### config.mk
export PLATFORM = sky130hd
export DESIGN_NAME = pow_n_pipe
export DESIGN_NICKNAME = d
export VERILOG_FILES = /design/src/rtl/pow_n_pipe.sv
export SDC_FILE = /design/constraint.sdc
export NUM_CORES = 2
export LEC_CHECK = 0
export ABC_CLOCK_PERIOD_IN_PS = 9650
export CORE_UTILIZATION = 37
export CTS_CLUSTER_DIAMETER = 200
export DETAILED_ROUTE_END_ITERATION = 10
export GPL_TIMING_DRIVEN = 0
export PLACE_DENSITY = 0.63
export RECOVER_POWER = 100
export SYNTH_ARGS = -nofsm -noshare
export SYNTH_HDL_FRONTEND = slang
export SYNTH_SLANG_ARGS = --single-unit
### constraint.sdc
create_clock -name clock -period 9.65 [get_ports clock]
set_input_delay 1.4475 -clock clock [delete_from_list [all_inputs] [get_ports clock]]
set_output_delay 1.4475 -clock clock [all_outputs]
set_load 0.05 [all_outputs]
### src/rtl/pow_n_pipe.sv
`default_nettype none
// ============================================================================
// Module      : pow_n_pipe
// Description : Elastic, fully pipelined n^POWER mod 2^WIDTH unit.
//               One multiply per stage (POWER-1 stages), valid/ready on both
//               sides, a side-band tag carried with every sample and a sticky
//               per-sample overflow flag raised when any product needed more
//               than WIDTH bits.
// Ports       : clock      - rising-edge clock
//               reset      - synchronous, active-high reset
//               in_valid   - input sample present
//               in_ready   - unit accepts the sample this cycle
//               in_n       - unsigned base operand
//               in_tag     - tag, passed through unchanged
//               out_valid  - result present (registered)
//               out_ready  - consumer takes the result this cycle
//               out_pow    - in_n^POWER truncated to WIDTH bits (registered)
//               out_tag    - tag of the sample (registered)
//               out_ovf    - 1 if any product exceeded WIDTH bits (registered)
// Revision    : 1.0 - initial release
// ============================================================================
module pow_n_pipe #(
    parameter int WIDTH = 18,
    parameter int POWER = 5,
    parameter int TAG_W = 4
) (
    input  logic             clock,
    input  logic             reset,
    input  logic             in_valid,
    output logic             in_ready,
    input  logic [WIDTH-1:0] in_n,
    input  logic [TAG_W-1:0] in_tag,
    output logic             out_valid,
    input  logic             out_ready,
    output logic [WIDTH-1:0] out_pow,
    output logic [TAG_W-1:0] out_tag,
    output logic             out_ovf
);

    localparam int c_STAGES = POWER - 1;

    // Stage registers, stage 1 is nearest the input
    logic [c_STAGES:1]  r_v;
    logic [c_STAGES:1]  r_ovf;
    logic [WIDTH-1:0]   r_n   [1:c_STAGES];
    logic [WIDTH-1:0]   r_p   [1:c_STAGES];
    logic [TAG_W-1:0]   r_tag [1:c_STAGES];

    // Per-stage source selection and full-width product
    logic [c_STAGES:1]  w_rdy;
    logic [c_STAGES:1]  w_src_v;
    logic [c_STAGES:1]  w_src_ovf;
    logic [WIDTH-1:0]   w_src_n   [1:c_STAGES];
    logic [TAG_W-1:0]   w_src_tag [1:c_STAGES];
    logic [2*WIDTH-1:0] w_prod    [1:c_STAGES];
    logic               w_accept;
    logic               w_unused;

    assign in_ready = w_rdy[1] & ~reset;
    assign w_accept = in_valid & in_ready;

    generate
        for (genvar s = 1; s <= c_STAGES; s++) begin : g_stage
            // A stage can load when the consumer takes the output or when
            // any stage from here to the output is empty: the recursive
            // ready chain flattened so each bit depends only on registers
            // and out_ready (bubbles ahead always absorb the advance).
            assign w_rdy[s] = out_ready | ~(&r_v[c_STAGES:s]);

            if (s == 1) begin : g_first
                assign w_src_v[s]   = w_accept;
                assign w_src_n[s]   = in_n;
                assign w_src_tag[s] = in_tag;
                assign w_src_ovf[s] = 1'b0;
                assign w_prod[s]    = {{WIDTH{1'b0}}, in_n} * {{WIDTH{1'b0}}, in_n};
            end else begin : g_rest
                assign w_src_v[s]   = r_v[s-1];
                assign w_src_n[s]   = r_n[s-1];
                assign w_src_tag[s] = r_tag[s-1];
                assign w_src_ovf[s] = r_ovf[s-1];
                assign w_prod[s]    = {{WIDTH{1'b0}}, r_p[s-1]} * {{WIDTH{1'b0}}, r_n[s-1]};
            end
        end
    endgenerate

    always_ff @(posedge clock) begin
        if (reset) begin
            r_v   <= '0;
            r_ovf <= '0;
            for (int s = 1; s <= c_STAGES; s++) begin
                r_n[s]   <= '0;
                r_p[s]   <= '0;
                r_tag[s] <= '0;
            end
        end else begin
            for (int s = 1; s <= c_STAGES; s++) begin
                if (w_rdy[s]) begin
                    r_v[s] <= w_src_v[s];
                    // Data only moves with a valid sample, so an idle input
                    // (possibly X) never reaches the stage registers.
                    if (w_src_v[s]) begin
                        r_n[s]   <= w_src_n[s];
                        r_p[s]   <= w_prod[s][WIDTH-1:0];
                        r_tag[s] <= w_src_tag[s];
                        r_ovf[s] <= w_src_ovf[s] | (|w_prod[s][2*WIDTH-1:WIDTH]);
                    end
                end
            end
        end
    end

    // The last stage's copy of n has no consumer beyond the pipe
    assign w_unused = ^r_n[c_STAGES];

    assign out_valid = r_v[c_STAGES];
    assign out_pow   = r_p[c_STAGES];
    assign out_tag   = r_tag[c_STAGES];
    assign out_ovf   = r_ovf[c_STAGES];

endmodule
`default_nettype wire
==> impl_results.md <==
* Detailed Routing Iterations Pass 1 at 11
* Crit share post-route at 93.2%
* RSZ-0062 raised after global routing: false
* Post-synthesis cell type count at slightly above 80
* First-pass GRT wire length at 194 mm
* Worst slew margin at -33.1%
* Syn avg cell area at between 9 and 10 um2
* Clock Root Buffer: clkbuf_16
* Post-DRT Antenna Nets at 0
* # setup viols final at 0
* Fillers at around 12000
* CP delay by family, top: adder cells
* Clock skew at ~0.022 ns
* Setup bufs post-CTS at 0
* Htree depth at 4
* Port bufs at 47
* Die area at about 130000 um2
* Ys async rst share at 0%
* Die Wd at between 300 and 400 um
* Ys flop type: edfxtp_1
* Sequential area share after synthesis at a little under a tenth
* GRT Overall Usage at 19.7%
* Wire length per cell at about 18 um
* Post-route setup TNS at 0 ns
* Hold crit path type: reg2reg
* Cell area after layout at around 49000 um2
* Post-synth top area share at between 40% and 50%
* Worst hold start: r_tag[0][10]
* CP startpoint: in_n[6]
* CP endpoint kind: flop
* Final Hold Vio Count at 0
* Worst Path Max Fanout at 10
* Drt total wl at ~120 mm
* Clock-pin slew on the worst setup and hold paths at approximately 0.07 ns
* Biggest area consumer among synthesized cells: fa_1
* Reg2Reg Setup Slack at around 1.7 ns
* Vias in the first global route at about 36000
* Commonest cells after routing, fill and taps aside: 1057 x inv_1, 981 x fa_1, 619 x and2_1, 606 x nand2_1, 444 x ha_1
* Initial DRC count at 2230
* Post-Syn Area at around 46000 um2
* Largest net degree at the start of global routing at 40
* Initial antenna violation count at 10
* Fin crit period at around 9.0 ns
* Placed cell areas at roughly 49000 um2
* Worst Max-Slew Pin Slew at roughly 2.0 ns
* Worst Path Required at about 10 ns
* WP buf/inv at 8
* Slew Viols, Final at roughly 140
* Failing checks: design-rule violations, max-capacitance violations, max-slew violations
* Final net count at between 6000 and 7000
* Die height at roughly 360 um
* Max cap viols at 4
* Row count at 129
* Arrival @ worst endpoint at around 9.4 ns
* Setup Crit Path Kind: in2reg
* Worst skew pair latency at 0.49 ns
* Yosys reg bits at between 100 and 150
* Critical R2R Launch: r_p[0][41]
* Crit path top cell by count: fa_1
* Post-synth EDFFs at approximately 140
* Max clock buf depth at 2
* IO Count at 51
* HPWL after detailed placement at 103 mm
* CP max stage delay at 0.64 ns
* Status: finished, violations left
* Ranking of synthesized cells by area: fa_1 42%, ha_1 12%, edfxtp_1 8.9%, and2_1 8.9%, inv_1 8.6%
* Cell count after synthesis at between 4000 and 5000
* Area Overhead vs Synth at 6.65%
* Grt total ovfl at 0
* Slowest cell on the critical path: clkbuf_1
* Synth Warn # at 0
* Vias/cell at approximately 5.1
* CP Launch Type: input pin
* Remaining routing DRC violations at 15
* CTS Buf Count at 17
* Share of layout cells above drive strength 1 at under 10%
* Total core area at around 120000 um2
* Vias at 33900
* Fmax at about 0.11 GHz
* Most common cell after layout, fill and taps aside: inv_1
* Sink Count at about 150
* Placer Congestion at roughly 0.9
* Initial core utilization at 37.4%
* CTS tree: done
==> registers in the layout, indices dropped and copies added, names as in the netlist <==
signal	cells
r_n	54
r_ovf	4
r_v	4
r_p	68
r_tag	16
==> logic make-up (layout without fill, tap and decap cells) <==
logic type | Yosys count | in the layout | share of synthesized area (%)
AO/OA/AOI/OAI | 413 | 413 | 6.07
flip-flops | 146 | 146 | 9.28
other | 2 | 11 | 0.0162
multiplexers | 22 | 22 | 0.491
XOR/XNOR | 70 | 70 | 1.32
buffers and inverters | 1272 | 1352 | 10.5
adder cells (fa/ha/maj) | 1425 | 1425 | 54.3
AND/OR/NAND/NOR | 1633 | 1633 | 18.0
==> path summary, 6_finish.rpt <==
| path | end | cells past startpoint |
|---|---|---|
| setup / recovery | r_ovf[1] | 25 |
| hold / removal | r_tag[0][14] | 1 |
| setup reg to reg | r_ovf[3] | 24 |
| hold reg to reg | r_tag[0][14] | 1 |
==> final cells by class <==
cell class	count	area, um2	area share (%)
Clock buffer	17	425	0.860
Antenna cell	2	5.00	0.0101
Buffer	214	896	1.81
Timing Repair Buffer	48	474	0.959
Tap cell	1637	2050	4.14
Multi-Input combinational cell	3572	37200	75.2
Sequential cell	146	4300	8.70
Clock inverter	15	129	0.261
Inverter	1058	3970	8.03
==> cells in the mapped netlist, types with 13 or more instances <==
| library cell | number |
|---|---|
| mux2i_1 | 16 |
| and3_1 | 53 |
| nand4_1 | 25 |
| a21oi_1 | 117 |
| buf_4 | 22 |
| nor2b_1 | 20 |
| xnor2_1 | 35 |
| a31oi_1 | 21 |
| xor2_1 | 35 |
| ha_1 | 444 |
| nand2_1 | 606 |
| nor3_1 | 26 |
| clkbuf_1 | 189 |
| o211ai_1 | 15 |
| and2_1 | 658 |
| a211oi_1 | 20 |
| nand3_1 | 32 |
| o21a_1 | 15 |
| nand2b_1 | 17 |
| fa_1 | 981 |
| a21o_1 | 56 |
| nor2_1 | 136 |
| inv_1 | 1057 |
| nor4_1 | 13 |
| o21ai_0 | 58 |
| edfxtp_1 | 138 |
==> per-stage QoR <==
step                setup slack (ns)  std cells  util (%)  hold WS, ns
floorplan                       2.13       4990         -        0.487
global placement               0.196       6674      39.5        0.503
detailed placement             0.146       6675      39.5        0.508
CTS                            0.637       6707      39.9        0.524
global route                  0.0471       6707      39.9        0.553
finish                         0.652       6709      39.9        0.525
==> routing by layer <==
layer	vias up	part of all wire, %	global-route usage [%]
met3	201	6.5	2.55
li1	15400	-	-
met2	1071	48	32.6
met5	-	0.029	0
met1	17300	43	26.7
met4	6	3.1	5.86
==> repair_timing <==
item                       CTS  global route
hold buffers                 0             0
setup endpoints to repair    0             1
resized for setup            0             2
Power is left out: the tool's default activity adds up to more than one toggle a clock period on the data nets, which glitch-free logic cannot reach.
